$ cat src/rtl/regfile_writeback_unit.sv
// regfile_writeback_unit
//
// Writeback-side driver for the register file write port. Single-cycle ALU results and
// multi-cycle load results are merged onto one registered write port. Loads are buffered in
// a small FIFO. A per-register busy scoreboard tracks outstanding loads so that issue can stall
// on read-after-write hazards.
//
// Parameters:
//   FIFO_DEPTH         load-result buffer entries (power of two, >= 2)
//
// Ports:
//   clk_i, rst_i                         clock (rising edge), async active-high reset
//   alu_valid_i/alu_rd_i/alu_data_i      ALU result, no backpressure
//   lsu_valid_i/lsu_ready_o/lsu_rd_i/lsu_data_i   load result handshake
//   issue_mark_i/issue_rd_i              load issued; marks its destination busy
//   rs1_i/rs2_i, rs1_busy_o/rs2_busy_o   combinational scoreboard lookup
//   stall_o                              registered; FIFO owns the write port while high
//   rf_write_enable_o/rf_reg_select_d_o/rf_reg_data_d_o   registered write port
//   rsN_fwd_valid_o/rsN_fwd_data_o       bypass of the in-flight write
//
// Optional feature: define WB_BYPASS_EN to build the bypass comparators. When undefined the
// forwarding outputs are tied to zero.

module regfile_writeback_unit #(
  parameter int unsigned FIFO_DEPTH = 4
) (
  input  logic        clk_i,
  input  logic        rst_i,
  input  logic        alu_valid_i,
  input  logic [4:0]  alu_rd_i,
  input  logic [31:0] alu_data_i,
  input  logic        lsu_valid_i,
  output logic        lsu_ready_o,
  input  logic [4:0]  lsu_rd_i,
  input  logic [31:0] lsu_data_i,
  input  logic        issue_mark_i,
  input  logic [4:0]  issue_rd_i,
  input  logic [4:0]  rs1_i,
  input  logic [4:0]  rs2_i,
  output logic        rs1_busy_o,
  output logic        rs2_busy_o,
  output logic        stall_o,
  output logic        rf_write_enable_o,
  output logic [4:0]  rf_reg_select_d_o,
  output logic [31:0] rf_reg_data_d_o,
  output logic        rs1_fwd_valid_o,
  output logic        rs2_fwd_valid_o,
  output logic [31:0] rs1_fwd_data_o,
  output logic [31:0] rs2_fwd_data_o
);

  localparam int unsigned PtrW = $clog2(FIFO_DEPTH);
  localparam int unsigned CntW = $clog2(FIFO_DEPTH + 1);
  localparam logic [CntW-1:0] CntFull     = CntW'(FIFO_DEPTH);
  localparam logic [CntW-1:0] CntStallSet = CntW'(FIFO_DEPTH - 1);
  localparam logic [CntW-1:0] CntStallClr = CntW'(1);

  typedef struct packed {
    logic [4:0]  rd;
    logic [31:0] data;
  } entry_t;

  entry_t          mem_q [FIFO_DEPTH];
  logic [PtrW-1:0] wr_ptr_q, rd_ptr_q;
  logic [CntW-1:0] count_q, count_d;
  logic            stall_q, stall_d;
  logic [31:0]     busy_q, busy_d;
  logic            we_q, we_d;
  logic [4:0]      sel_q, sel_d;
  logic [31:0]     data_q, data_d;

  logic   alu_sel, push, pop, full;
  entry_t head;

  assign head  = mem_q[rd_ptr_q];
  assign full  = (count_q == CntFull);
  // ALU results offered while stalled are a protocol violation and are dropped here.
  assign alu_sel = alu_valid_i && !stall_q;
  assign pop     = !alu_sel && (count_q != '0);
  assign lsu_ready_o = !full && !rst_i;
  assign push    = lsu_valid_i && lsu_ready_o;

  assign count_d = count_q + CntW'(push) - CntW'(pop);

  // Hysteresis: raise near full, drop only once nearly drained.
  always_comb begin
    stall_d = stall_q;
    if (count_d >= CntStallSet) begin
      stall_d = 1'b1;
    end else if (count_d <= CntStallClr) begin
      stall_d = 1'b0;
    end
  end

  // Set beats clear when an issue and the write of the same register coincide.
  always_comb begin
    busy_d = busy_q;
    if (pop) begin
      busy_d[head.rd] = 1'b0;
    end
    if (issue_mark_i && (issue_rd_i != 5'd0)) begin
      busy_d[issue_rd_i] = 1'b1;
    end
    busy_d[0] = 1'b0;
  end

  // Select/data hold their last real write; x0 writes never reach the port.
  always_comb begin
    we_d   = 1'b0;
    sel_d  = sel_q;
    data_d = data_q;
    if (alu_sel) begin
      if (alu_rd_i != 5'd0) begin
        we_d   = 1'b1;
        sel_d  = alu_rd_i;
        data_d = alu_data_i;
      end
    end else if (pop) begin
      if (head.rd != 5'd0) begin
        we_d   = 1'b1;
        sel_d  = head.rd;
        data_d = head.data;
      end
    end
  end

  always_ff @(posedge clk_i or posedge rst_i) begin
    if (rst_i) begin
      wr_ptr_q <= '0;
      rd_ptr_q <= '0;
      count_q  <= '0;
      stall_q  <= 1'b0;
      busy_q   <= '0;
      we_q     <= 1'b0;
      sel_q    <= '0;
      data_q   <= '0;
    end else begin
      if (push) begin
        wr_ptr_q <= wr_ptr_q + PtrW'(1);
      end
      if (pop) begin
        rd_ptr_q <= rd_ptr_q + PtrW'(1);
      end
      count_q <= count_d;
      stall_q <= stall_d;
      busy_q  <= busy_d;
      we_q    <= we_d;
      sel_q   <= sel_d;
      data_q  <= data_d;
    end
  end

  // Payload storage needs no reset; occupancy is tracked by the pointers and count.
  always_ff @(posedge clk_i) begin
    if (push) begin
      mem_q[wr_ptr_q] <= '{rd: lsu_rd_i, data: lsu_data_i};
    end
  end

  assign stall_o           = stall_q;
  assign rf_write_enable_o = we_q;
  assign rf_reg_select_d_o = sel_q;
  assign rf_reg_data_d_o   = data_q;
  assign rs1_busy_o        = busy_q[rs1_i];
  assign rs2_busy_o        = busy_q[rs2_i];

`ifdef WB_BYPASS_EN
  // Covers the cycle before the register file reflects the write.
  assign rs1_fwd_valid_o = we_q && (sel_q == rs1_i) && (rs1_i != 5'd0);
  assign rs2_fwd_valid_o = we_q && (sel_q == rs2_i) && (rs2_i != 5'd0);
  assign rs1_fwd_data_o  = data_q;
  assign rs2_fwd_data_o  = data_q;
`else
  assign rs1_fwd_valid_o = 1'b0;
  assign rs2_fwd_valid_o = 1'b0;
  assign rs1_fwd_data_o  = '0;
  assign rs2_fwd_data_o  = '0;
`endif

endmodule

$ cat config.mk
export PLATFORM = sky130hd
export DESIGN_NAME = regfile_writeback_unit
export DESIGN_NICKNAME = d
export VERILOG_FILES = /design/src/rtl/regfile_writeback_unit.sv
export SDC_FILE = /design/constraint.sdc
export NUM_CORES = 1
export LEC_CHECK = 0
export BUFFER_PORTS_ARGS = -buffer_cell sky130_fd_sc_hd__buf_2
export CELL_PAD_IN_SITES_DETAIL_PLACEMENT = 0
export CELL_PAD_IN_SITES_GLOBAL_PLACEMENT = 1
export CORE_ASPECT_RATIO = 1.75
export CORE_MARGIN = 3
export CORE_UTILIZATION = 45
export CTS_BUF_LIST = sky130_fd_sc_hd__clkbuf_16
export CTS_CLUSTER_DIAMETER = 120
export DETAILED_ROUTE_END_ITERATION = 7
export PLACE_DENSITY_LB_ADDON = 0.1
export SKIP_LAST_GASP = 1
export SYNTH_ARGS = -nofsm -noshare
export SYNTH_HDL_FRONTEND = slang
export SYNTH_SLANG_ARGS = --single-unit
$ cat constraint.sdc
create_clock -name clk_i -period 3.31 [get_ports clk_i]
set_input_delay 0.4965 -clock clk_i [delete_from_list [all_inputs] [get_ports clk_i]]
set_output_delay 0.4965 -clock clk_i [all_outputs]
set_load 0.02 [all_outputs]
==> metrics <==
post-layout min period=2.86 ns; DR vias/cell=5.93; clock-pin slew on the worst setup and hold paths=about 0.070 ns; CTS Buf Count=22; status=finished, final reports clean; crit path DAT=around 2.4 ns; Synth cell types=47; Wirelength per Cell=23.9 um; clk root buf=clkbuf_16; Residual DRC=0; Yosys top cell area share=41.9%; Top FF cell, synth=edfxtp_1; CTS tree=built; Final period util=a little under nine tenths; First DRT Iteration DRCs=455; f_max=0.350 GHz; post-CTS setup buffer count=0; final antenna-violating net count=0; R2R Setup Slk=0.71 ns; Max Slew Vio Count=0; clk sinks=~230; Worst Tran Pin Value=0.799 ns; Post-Syn Instances=between 700 and 800; Starting Density=~46%; Final #Nets=987; Filler cells=approximately 2,000; Post-synth EDFFs=148; Synth warnings=0; Final Hold Violating Endpoints=0; largest net degree at the start of global routing=72; drt pass-1 iters=5; Design Power=11.1 mW; grt total ovfl=0; max cap viols=0; post-synth top area cell=edfxtp_1; CP max stage delay=0.48 ns; vias in the first global route=7,807; ys async rst share=34.2%; final setup skew=0.0188 ns; Core Box Area=22,900 um2; Fin Setup TNS=0 ns; pwr/cell area=slightly above 900 nW/um2; critical path peak fanout=3; Post-DP HPWL=19.9 mm; Die W=122 um; port buffer count=about 140; wire length on met1=9.42 mm; Area contributors post-synth=edfxtp_1 (42%), dfrtp_1 (18%), mux4_2 (12%); Avg Cell Area, Syn=13.9 um2; via count=7,142; register area share after synthesis=roughly 60%; FP Rows=between 70 and 80; die footprint=25,500 um2; Overall Global Routing Usage=22.8%; Die Ht=around 210 um; crit-path cells=mux4_2, mux4_2, mux2_2, buf_2; highest metal used=met5; most frequent cell after synthesis=edfxtp_1; most used cell, CP=mux4_2; post-cts resize count=0; Worst-Skew Late Latency=roughly 0.50 ns; Met2 Wirelength=16.1 mm; reg-to-reg startpoint=count_q[1]; CTS Buffer Depth=3; Layout Area Growth over Synthesis=14.6%; final wirelength=28.8 mm; first-pass GRT wire length=44.7 mm; Crit Path Class=flip-flop to output pin; antenna violations before repair=4; maximum vdd ir drop=529 uV; leak pwr=4.65 nW; share of cells above drive strength 1=29.7%; final setup fails=0; slowest cell on the critical path=mux4_2; Crit. End Element=output pin; hold-fix buffers at CTS=0; min-delay worst type=primary input to async pin; io pins=202; worst r2r dst=stall_o; Synth Register Bits=~230; Worst Reg-to-Reg Cells=12; synth cell count leaders=edfxtp_1 (148), dfrtp_1 (77), buf_4 (67), mux4_2 (55), o21ai_0 (52); routed wl met3=~1.6 mm; relative slew slack=46.7%; RePlAce Congestion=between 0.8 and 0.9; worst path required time=about 2.8 ns; RSZ-0062 raised after global routing=no; CP startpoint kind=flip-flop; Netlist Area Pre-Place=10,600 um2; H-tree depth=1
## power breakdown
group          internal, mW  switching, mW  total [mW]  leakage (nW)
Sequential             3.71          0.592        4.30          2.26
Combinational          1.60           2.46        4.06          1.99
Clock                  1.65           1.05        2.70         0.396
## cell families (layout without fill, tap and decap cells)
family                   after synthesis  after routing  share of synthesized area, %
flip-flops                           225            225                          60.0
AO/OA/AOI/OAI                        171            171                          10.6
buffers and inverters                168            239                          8.70
AND/OR/NAND/NOR                      129            129                          7.14
multiplexers                          60             60                          12.2
adder cells (fa/ha/maj)                7              7                         0.896
XOR/XNOR                               5              5                         0.413
other                                  1             68                        0.0353
## flip-flops by register name, summed over array words and instances (netlist names)
name,cells
wr_ptr_q,2
busy_q,31
count_q,3
rf_reg_data_d_o,32
stall_o,1
mem_q,148
rd_ptr_q,2
rf_write_enable_o,1
rf_reg_select_d_o,5
## stage by stage
step                worst slack [ns]  util (%)  instances  cell area [um2]  hold slack, ns
floorplan                      0.645         -        831            10900           0.462
CTS                            0.449      53.0       1202            12200           0.140
detailed placement             0.607      49.6       1162            11400           0.511
global route                   0.426      53.0       1204            12200           0.175
finish                         0.455      53.0       1204            12200           0.124
global placement               0.672      49.6       1162            11400           0.502
## cell type report
cell class              instances  area [um2]  share of cell area, %
diodes                          2        5.00                 0.0412
clock buffers                  23         576                   4.73
clock inverters                17         211                   1.74
inverters                      42         159                   1.31
multi-input cells             438        3590                   29.5
flip-flops and latches        225        6370                   52.4
well taps                     300         375                   3.09
repair buffers                157         866                   7.12
## critical path, delay by kind of cell, from the launching register on
kind	cells	cell delay, ns
multiplexers	3	1.22
flip-flops	1	0.47
buffers and inverters	1	0.16
## worst max-delay path by stage
stage,startpoint,to,slack [ns],depth (start not counted)
6_report,busy_q[12],rs1_busy_o,0.45,4
5_1_grt,busy_q[29],rs1_busy_o,0.43,4
4_1_cts,busy_q[7],rs1_busy_o,0.45,4
3_5_place_dp,rst_i,stall_o,0.61,12
3_3_place_gp,rst_i,stall_o,0.67,12
2_1_floorplan,rs1_i[1],rs1_busy_o,0.65,4
## layer usage
layer | track usage, % | vias up
li1 | - | 3144
met1 | 24.0 | 3635
met2 | 42.8 | 274
met3 | 3.71 | 85
met4 | 11.6 | 4
met5 | 0 | -
## layout by cell type, fill, tap and decap left out, drive strengths merged, types with 6 or more instances in the layout
cell     instances
o2111ai         31
nand4           40
clkinv           8
nand3           44
a211oi          32
dfrtp           77
o21ai           62
ha               6
inv             45
a31oi           31
nand3b           7
nand2            7
edfxtp         148
buf            157
conb            66
mux4            55
clkbuf          23
No activity file was read; power rests on OpenSTA's default activity.
